[config.mk]
export PLATFORM = sky130hd
export DESIGN_NAME = ula_seq
export DESIGN_NICKNAME = d
export VERILOG_FILES = /design/src/rtl/ula_pkg.sv /design/src/rtl/ula_mul_iter.sv /design/src/rtl/ula_seq.sv
export SDC_FILE = /design/constraint.sdc
export NUM_CORES = 1
export LEC_CHECK = 0
export BUFFER_PORTS_ARGS = -buffer_cell sky130_fd_sc_hd__buf_2
export CAP_MARGIN = 20
export CORE_ASPECT_RATIO = 2
export CORE_UTILIZATION = 40
export CTS_CLUSTER_DIAMETER = 40
export DETAILED_ROUTE_END_ITERATION = 10
export SYNTH_ARGS = -nofsm -noshare
export SYNTH_HDL_FRONTEND = slang
export SYNTH_SLANG_ARGS = --single-unit
[constraint.sdc]
create_clock -name clk -period 3.2 [get_ports clk]
set_input_delay 0.32 -clock clk [delete_from_list [all_inputs] [get_ports clk]]
set_output_delay 0.32 -clock clk [all_outputs]
set_load 0.01 [all_outputs]
[src/rtl/ula_pkg.sv]
// Shared opcode, FSM state and flag types for the sequential ULA.
package ula_pkg;

  localparam int unsigned OPW = 3;

  typedef enum logic [OPW-1:0] {
    OP_ADD = 3'b000,
    OP_SUB = 3'b001,
    OP_SRL = 3'b010,
    OP_SLL = 3'b011,
    OP_AND = 3'b100,
    OP_OR  = 3'b101,
    OP_XOR = 3'b110,
    OP_MUL = 3'b111
  } op_e;

  typedef enum logic [1:0] {
    S_IDLE = 2'd0,
    S_MUL  = 2'd1,
    S_DONE = 2'd2
  } state_e;

  typedef struct packed {
    logic c;
    logic z;
    logic n;
    logic v;
  } flags_t;

endpackage

[src/rtl/ula_mul_iter.sv]
// Unsigned shift-add multiplier, one multiplier bit per cycle, WIDTH cycles per product.
module ula_mul_iter #(
  parameter int unsigned WIDTH = 8
) (
  input  logic               clk,
  input  logic               rst_n,
  input  logic               start_i,
  input  logic [WIDTH-1:0]   a_i,
  input  logic [WIDTH-1:0]   b_i,
  output logic               busy_o,
  output logic               done_c,
  output logic [2*WIDTH-1:0] prod_c
);

  localparam int unsigned CW = $clog2(WIDTH);

  logic [WIDTH-1:0] mcand_q;
  logic [WIDTH-1:0] hi_q;
  logic [WIDTH-1:0] lo_q;
  logic [CW-1:0]    cnt_q;
  logic             busy_q;

  logic [WIDTH-1:0] addend_c;
  logic [WIDTH:0]   sum_c;
  logic [WIDTH-1:0] hi_nxt_c;
  logic [WIDTH-1:0] lo_nxt_c;

  // One iteration: conditionally add multiplicand to the high half, then shift right.
  always_comb begin
    addend_c = lo_q[0] ? mcand_q : '0;
    sum_c    = {1'b0, hi_q} + {1'b0, addend_c};
    hi_nxt_c = sum_c[WIDTH:1];
    lo_nxt_c = {sum_c[0], lo_q[WIDTH-1:1]};
  end

  // The final product is exposed combinationally so the caller can latch it on the last edge.
  assign done_c = busy_q && (cnt_q == CW'(WIDTH - 1));
  assign prod_c = {hi_nxt_c, lo_nxt_c};
  assign busy_o = busy_q;

  always_ff @(posedge clk or negedge rst_n) begin
    if (!rst_n) begin
      mcand_q <= '0;
      hi_q    <= '0;
      lo_q    <= '0;
      cnt_q   <= '0;
      busy_q  <= 1'b0;
    end else if (start_i) begin
      mcand_q <= a_i;
      hi_q    <= '0;
      lo_q    <= b_i;
      cnt_q   <= '0;
      busy_q  <= 1'b1;
    end else if (busy_q) begin
      hi_q  <= hi_nxt_c;
      lo_q  <= lo_nxt_c;
      cnt_q <= cnt_q + CW'(1);
      if (done_c) busy_q <= 1'b0;
    end
  end

endmodule

[src/rtl/ula_seq.sv]
// Registered ULA with valid/ready handshakes, flag set and an iterative multiply.
module ula_seq
  import ula_pkg::*;
#(
  parameter int unsigned WIDTH = 8,
  parameter int unsigned SHW   = $clog2(WIDTH) + 1
) (
  input  logic             clk,
  input  logic             rst_n,
  input  logic             in_valid,
  output logic             in_ready,
  input  logic [WIDTH-1:0] A,
  input  logic [WIDTH-1:0] B,
  input  logic [OPW-1:0]   sel,
  output logic             out_valid,
  input  logic             out_ready,
  output logic [WIDTH-1:0] resul,
  output logic [WIDTH-1:0] resul_hi,
  output logic             flag,
  output logic             zero,
  output logic             neg,
  output logic             ovf
);

  state_e           state_q, state_d;
  logic [WIDTH-1:0] res_q, res_d;
  logic [WIDTH-1:0] hi_q, hi_d;
  flags_t           flg_q, flg_d;
  logic             in_ready_q;
  logic             out_valid_q;

  op_e              op_c;
  logic [SHW-1:0]   amt_c;
  logic [WIDTH:0]   ext_c;
  logic             ovf_c;
  logic             accept_c;

  logic               mul_start_c;
  logic               mul_busy;
  logic               mul_done_c;
  logic [2*WIDTH-1:0] mul_prod_c;

  assign op_c        = op_e'(sel);
  assign amt_c       = B[SHW-1:0];
  assign accept_c    = (state_q == S_IDLE) && in_valid;
  assign mul_start_c = accept_c && (op_c == OP_MUL);

  ula_mul_iter #(.WIDTH(WIDTH)) u_mul (
    .clk     (clk),
    .rst_n   (rst_n),
    .start_i (mul_start_c),
    .a_i     (A),
    .b_i     (B),
    .busy_o  (mul_busy),
    .done_c  (mul_done_c),
    .prod_c  (mul_prod_c)
  );

  // Single-cycle ops in WIDTH+1 bits; bit WIDTH is carry, borrow or the last bit shifted out.
  always_comb begin
    ext_c = '0;
    ovf_c = 1'b0;
    case (op_c)
      OP_ADD: begin
        ext_c = {1'b0, A} + {1'b0, B};
        ovf_c = (A[WIDTH-1] == B[WIDTH-1]) && (ext_c[WIDTH-1] != A[WIDTH-1]);
      end
      OP_SUB: begin
        ext_c = {1'b0, A} - {1'b0, B};
        ovf_c = (A[WIDTH-1] != B[WIDTH-1]) && (ext_c[WIDTH-1] != A[WIDTH-1]);
      end
      OP_SRL:  ext_c = {1'b0, A >> amt_c};
      OP_SLL:  ext_c = {1'b0, A} << amt_c;
      OP_AND:  ext_c = {1'b0, A & B};
      OP_OR:   ext_c = {1'b0, A | B};
      OP_XOR:  ext_c = {1'b0, A ^ B};
      default: ext_c = '0;
    endcase
  end

  always_comb begin
    state_d = state_q;
    res_d   = res_q;
    hi_d    = hi_q;
    flg_d   = flg_q;
    case (state_q)
      S_IDLE: begin
        if (accept_c) begin
          if (op_c == OP_MUL) begin
            state_d = S_MUL;
          end else begin
            state_d = S_DONE;
            res_d   = ext_c[WIDTH-1:0];
            hi_d    = '0;
            flg_d.c = ext_c[WIDTH];
            flg_d.z = (ext_c[WIDTH-1:0] == '0);
            flg_d.n = ext_c[WIDTH-1];
            flg_d.v = ovf_c;
          end
        end
      end
      S_MUL: begin
        if (mul_done_c) begin
          state_d = S_DONE;
          res_d   = mul_prod_c[WIDTH-1:0];
          hi_d    = mul_prod_c[2*WIDTH-1:WIDTH];
          flg_d.c = 1'b0;
          flg_d.z = (mul_prod_c == '0);
          flg_d.n = mul_prod_c[2*WIDTH-1];
          flg_d.v = 1'b0;
        end else if (!mul_busy) begin
          state_d = S_IDLE;
        end
      end
      S_DONE: begin
        if (out_ready) state_d = S_IDLE;
      end
      default: state_d = S_IDLE;
    endcase
  end

  always_ff @(posedge clk or negedge rst_n) begin
    if (!rst_n) begin
      state_q     <= S_IDLE;
      res_q       <= '0;
      hi_q        <= '0;
      flg_q       <= '0;
      in_ready_q  <= 1'b1;
      out_valid_q <= 1'b0;
    end else begin
      state_q     <= state_d;
      res_q       <= res_d;
      hi_q        <= hi_d;
      flg_q       <= flg_d;
      in_ready_q  <= (state_d == S_IDLE);
      out_valid_q <= (state_d == S_DONE);
    end
  end

  assign in_ready  = in_ready_q;
  assign out_valid = out_valid_q;
  assign resul     = res_q;
  assign resul_hi  = hi_q;
  assign flag      = flg_q.c;
  assign zero      = flg_q.z;
  assign neg       = flg_q.n;
  assign ovf       = flg_q.v;

endmodule
==> results of run 1 <==
-- worst reg2reg max path, cell delays in order, from the launching register on --
cell and delay (ns):
dfrtp_1 0.44, nand2_1 0.15, inv_1 0.06, ha_1 0.31
a211oi_1 0.24, o21bai_1 0.14, a2111oi_0 0.46, nor3_1 0.15
xor2_1 0.26, buf_4 0.17, mux2i_1 0.06, nor2_1 0.10
-- per-layer routing --
layer  routed length, um  share of wire (%)
met5                   0                  0
met4                1020                7.0
met3                 562                3.9
met2                7820                 54
met1                5160                 35
-- registers in the layout, summed over array words and instances (netlist names), 2 cells and up --
| signal | count |
|---|---|
| resul | 8 |
| resul_hi | 8 |
| state_q | 2 |
| u_mul.cnt_q | 3 |
| u_mul.hi_q | 8 |
| u_mul.lo_q | 8 |
| u_mul.mcand_q | 8 |
-- cells by family after synthesis --
| kind of cell | Yosys count |
|---|---|
| AO/OA/AOI/OAI | 143 |
| XOR/XNOR | 10 |
| adder cells (fa/ha/maj) | 38 |
| buffers and inverters | 57 |
| flip-flops | 52 |
| multiplexers | 43 |
| AND/OR/NAND/NOR | 148 |
-- power by group --
group          total (uW)  switching, uW  leakage (uW)  internal (uW)
clock                 549            256     0.0000742            293
sequential           1080            191      0.000654            890
combinational        1500            850       0.00148            650
total                3130           1300       0.00221           1830
-- Yosys cell counts, types with 4 or more instances --
master | count | share of area, %
a211oi_1 | 9 | 1.5
a21o_1 | 5 | 0.85
a21oi_1 | 22 | 2.5
a22o_1 | 9 | 1.8
a32oi_1 | 4 | 0.79
and2_1 | 8 | 1.1
buf_2 | 20 | 2.3
buf_4 | 4 | 0.68
clkbuf_1 | 5 | 0.42
dfrtp_1 | 51 | 29
ha_1 | 35 | 9.9
inv_1 | 25 | 2.1
mux2_2 | 10 | 2.5
mux2i_1 | 28 | 6.3
nand2_1 | 44 | 3.7
nand2b_1 | 6 | 0.85
nand3_1 | 13 | 1.5
nand4b_1 | 5 | 0.99
nor2_1 | 41 | 3.5
nor2b_1 | 5 | 0.70
nor3_1 | 5 | 0.56
nor4_1 | 4 | 0.56
o21a_1 | 6 | 1.0
o21ai_0 | 27 | 3.0
o21bai_1 | 5 | 0.85
o221ai_1 | 5 | 0.99
o22ai_1 | 8 | 1.1
o31ai_1 | 5 | 0.85
xnor2_1 | 8 | 1.6
-- area by class of cell --
type,count,area share [%]
tap,140,3.57
multi-input combinational,382,58.4
sequential,52,26.6
timing repair buffer,57,6.48
clock buffer,5,2.55
inverter,26,1.99
clock inverter,3,0.459
-- worst max-delay path by stage --
stage | slack, ns | cells after the start | startpoint | end
floorplan | 0.84 | 11 | B[2] | zero
global placement | 0.43 | 10 | B[1] | zero
detailed placement | 0.42 | 10 | B[1] | zero
CTS | 0.61 | 11 | u_mul.lo_q[0] | u_mul.hi_q[6]
global route | 0.43 | 11 | u_mul.lo_q[0] | u_mul.hi_q[6]
finish | 0.60 | 10 | B[1] | resul[7]
-- through the flow --
stage	total power, uW	util (%)	cells	hold WS, ns	cell area (um2)
finish	3130	45.1	665	0.172	4900
global route	3350	45.1	665	0.249	4900
CTS	3140	45.1	665	0.203	4900
detailed placement	2580	43.7	657	0.489	4750
global placement	2550	43.7	657	0.478	4750
floorplan	2100	-	491	0.0244	4440
==> out/metrics.yaml, run 1 <==
outcome:
  status: "finished clean"
die:
  core_um2: 10900
  die_area_um2: 11500
  num_rows: 54
  pin_count: 45
  start_util_pct: 40.8
  die_y_um: 151
  die_x_um: 76.5
worst_setup_path:
  r2r-start: "u_mul.lo_q[0]"
  cp_common_cell: "a21oi_1"
  r2r_slack_ns: 0.61
  cp.required_ns: 3.39
  cp-start-kind: "primary input"
  cpPeakStageDelay_ns: 0.48
  r2r_cells: 11
  reg2reg_to: "u_mul.hi_q[6]"
  worstSetupPathType: "in2reg"
  cp_max_fo: 20
  crit_family: "compound AO/OA/AOI/OAI gates"
  cp.buffers_inverters: 2
  cp_slowest_cell: "a21oi_1"
  cp.arrival_ns: 2.80
  path_cells: "buf_2 > inv_1 > ha_1 > a21oi_1 > o2111ai_1 > a21oi_1 > o21bai_1 > o2bb2ai_1 > nand3_1 > a22o_1"
  crit_path_end_kind: "flop"
clock_tree:
  postCtsSetupBuffers: 0
  cts_hold_buf: 0
  clockBufferDepth: 2
  clk_pin_slew_ns: 0.07
  cts_tree: "done"
  cts-root-buf: "clkbuf_16"
  cts_sinks: 52
  post_cts_resized: 0
  clk_latency_ns: 0.30
  htree_num_levels: 2
  numCtsBuffers: 5
yosys:
  synthesis.instances: 491
  ys.flop_type: "dfrtp_1"
  syn-num-nets: 552
  ys_ff_latch: 52
  ys_types: 75
  synth-seq-area-share_pct: 29.3
  synthArstFlopShare_pct: 100
  syn_area_um2: 4440
  synth-edff-count: 0
  synth-compound-area-share_pct: 23.2
  avgSynthCellArea_um2: 9.04
  synthXorXnorAreaFrac_pct: 1.97
  synth_simple_gate_area_share_pct: 16.8
  synth_mux_area_share_pct: 11.2
  synth_fa_ha_area_share_pct: 11.2
  synth_top_family_by_area: "compound AO/OA/AOI/OAI gates"
  yosysWarnings: 0
place:
  hpwl_mm: 11.1
  dpl_worst_slack_ns: 0.420
  port_buffers: 44
  routabilityCongestion: 0.979
global_routing:
  grt_max_degree: 44
  grt_pass1_wl_mm: 22.5
  busiest_layer: "met2"
  grt_overflow: 0
  antenna_found_initial: 0
  use_met3_pct: 4.16
  grt_use_total_pct: 25.9
  grtUsageMet1_pct: 25.5
  grt_pass1_vias: 3957
  grt.met2_usage_pct: 48.3
sta:
  slew_violations: 0
  final.setup.worst_slack_ns: 0.597
  fin_setup_tns_ns: 0
  relSlewSlack_pct: 33.2
  setup_violations: 0
  hold_viol_final: 0
  finalCriticalPeriod_ns: 2.60
  tightest_slew_ns: 1.00
  skew_ns: 0.00881
  rsz0062_at_grt: "false"
  max_freq_ghz: 0.384
  min_period_over_period_pct: 81.3
route:
  ant_nets: 0
  drt_iter0_drc: 402
  drc_errors: 0
  viasPerCell: 6.08
  vias: 4046
  wl_per_cell_um: 21.9
  drt_pre_antenna_iters: 4
  routed_wl_mm: 14.6
finish:
  mostFrequentLayoutCell: "dfrtp_1"
  multi_input_area_um2: 2860
  regArea_um2: 1300
  area_growth_pct: 10.4
  final_nets: 585
  fill_cells: 1084
  drive_gt1_share_pct: 17.9
  mostFrequentLayoutCells: "dfrtp_1, nand2_1, buf_2"
  diodes: 0
power_and_ir_drop:
  peakVddDrop_v: 0.000460
  power.density_nw_per_um2: 639
  p_leak_uw: 0.00221
min_path:
  min_path_type: "in2async"
run:
  maxCapViolations: 0
(Power assumes the default switching activity.)
==> run 2, diff against run 1 <==
Clock period 3.2 ns to 2.41 ns, I/O delays scaled along.
==> run 2 against run 1 <==
Net effect:
- global-route usage barely moved
- the flow now finishes with violations (setup timing)
- wire length fell by 0.56%
- clock power rose by 33%
- largest power group unchanged
==> out/metrics.yaml, run 2 (same netlist as run 1, synthesis figures left out) <==
clock_tree:
  clockBufferDepth: 2
  clk_pin_slew_ns: 0.07
  cts_sinks: 52
  cts-root-buf: "clkbuf_16"
  htree_num_levels: 2
  numCtsBuffers: 5
  cts_hold_buf: 0
  clk_latency_ns: 0.29
  cts_tree: "done"
finish:
  diodes: 0
  mostFrequentLayoutCell: "buf_4"
  fill_cells: 1050
  mostFrequentLayoutCells: "buf_4, dfrtp_1, buf_2"
  drive_gt1_share_pct: 29.5
  area_growth_pct: 24.1
  final_nets: 647
  fin_cells: 727
worst_setup_path:
  crit_path_end_kind: "flop"
  cp-endpoint: "zero"
  cp.arrival_ns: 2.66
  r2r-start: "u_mul.lo_q[0]"
  cp_max_fo: 4
  cp.required_ns: 2.63
  cp-start-kind: "flop"
  worstSetupStartpoint: "u_mul.lo_q[0]"
  worstSetupPathType: "reg2reg"
  r2r_slack_ns: -0.03
  r2r_cells: 12
  reg2reg_to: "zero"
sta:
  finalCriticalPeriod_ns: 2.44
  max_freq_ghz: 0.409
  setup_violations: 1
  relSlewSlack_pct: 43.2
  min_period_over_period_pct: 101
  final.setup.worst_slack_ns: -0.0344
  fin_setup_tns_ns: -0.0344
  slew_violations: 0
  rsz0062_at_grt: "true"
  skew_ns: 0.00689
  hold_viol_final: 0
  tightest_slew_ns: 0.852
die:
  start_util_pct: 40.8
  num_rows: 54
  die_x_um: 76.5
  pin_count: 45
  die_area_um2: 11500
  core_um2: 10900
  die_y_um: 151
global_routing:
  grt_overflow: 0
  grt_max_degree: 38
  grt_pass1_wl_mm: 22.6
  antenna_found_initial: 0
  grt_pass1_vias: 4254
  grt_use_total_pct: 25.9
route:
  vias: 4176
  ant_nets: 0
  wl_per_cell_um: 19.9
  drt_pre_antenna_iters: 4
  drc_errors: 0
  routed_wl_mm: 14.5
  drt_iter0_drc: 280
  viasPerCell: 5.74
place:
  hpwl_mm: 11.7
  dp_cells: 710
  routabilityCongestion: 0.971
  port_buffers: 44
  dpl_worst_slack_ns: -0.187
power_and_ir_drop:
  p_leak_uw: 0.00252
  peakVddDrop_v: 0.000649
  power.density_nw_per_um2: 865
outcome:
  violations: "setup timing"
  status: "finished, violations left"
run:
  maxCapViolations: 0
min_path:
  min_path_type: "in2async"
run 2: worst min-delay path by stage:
stage / startpoint / to / slack [ns] / cells after the start
after floorplan: rst_n / flag / -0.05 / 0
after global placement: rst_n / flag / 0.36 / 1
after detailed placement: rst_n / out_valid / 0.37 / 1
after CTS: rst_n / out_valid / 0.06 / 1
after global routing: rst_n / resul[5] / 0.1 / 1
final: rst_n / out_valid / 0.03 / 1
run 2: cell type report:
cell class	instances	area [um2]	area share, %
Inverter	26	97.6	1.77
Tap cell	140	175	3.18
Clock buffer	7	143	2.59
Clock inverter	1	7.51	0.136
Timing Repair Buffer	119	796	14.4
Multi-Input combinational cell	382	2990	54.2
Sequential cell	52	1300	23.6
run 2: layer usage:
metal  GRT usage (%)  up-vias  wire length (um)
met5               0        -                 0
met4            19.3        0              1110
met3            2.41       47               386
met2            50.1      114              8000
met1            25.0     2016              4980
li1                -     1999                 -
run 2: report_power, final:
part	switching [uW]	internal [uW]
logic	1320	1290
clock network	317	414
registers	250	1180
run 2: metrics by stage:
| step | hold WS, ns | utilization, % | total power [uW] | cell area (um2) |
|---|---|---|---|---|
| floorplan | -0.0546 | - | 2790 | 4440 |
| global placement | 0.358 | 47.5 | 3580 | 5160 |
| detailed placement | 0.370 | 47.5 | 3640 | 5160 |
| CTS | 0.0565 | 49.9 | 4610 | 5430 |
| global route | 0.0979 | 50.6 | 5080 | 5510 |
| finish | 0.0336 | 50.6 | 4770 | 5510 |
run 2: timing repair:
item / 4_1_cts / 5_1_grt
gates resized for setup: 9 / 14
pin swaps: 9 / 6
endpoints found under the setup margin: 3 / 4
setup buffers: 7 / 2
run 2: critical path: stages (launching register included):
cell and delay, ns:
dfrtp_1 0.40, buf_4 0.15, buf_4 0.13, and2_1 0.18
ha_4 0.28, o21a_1 0.10, o31a_1 0.11, o31a_1 0.28
o21a_1 0.19, nor2_2 0.12, buf_4 0.14, nand4b_1 0.17
o211ai_2 0.11
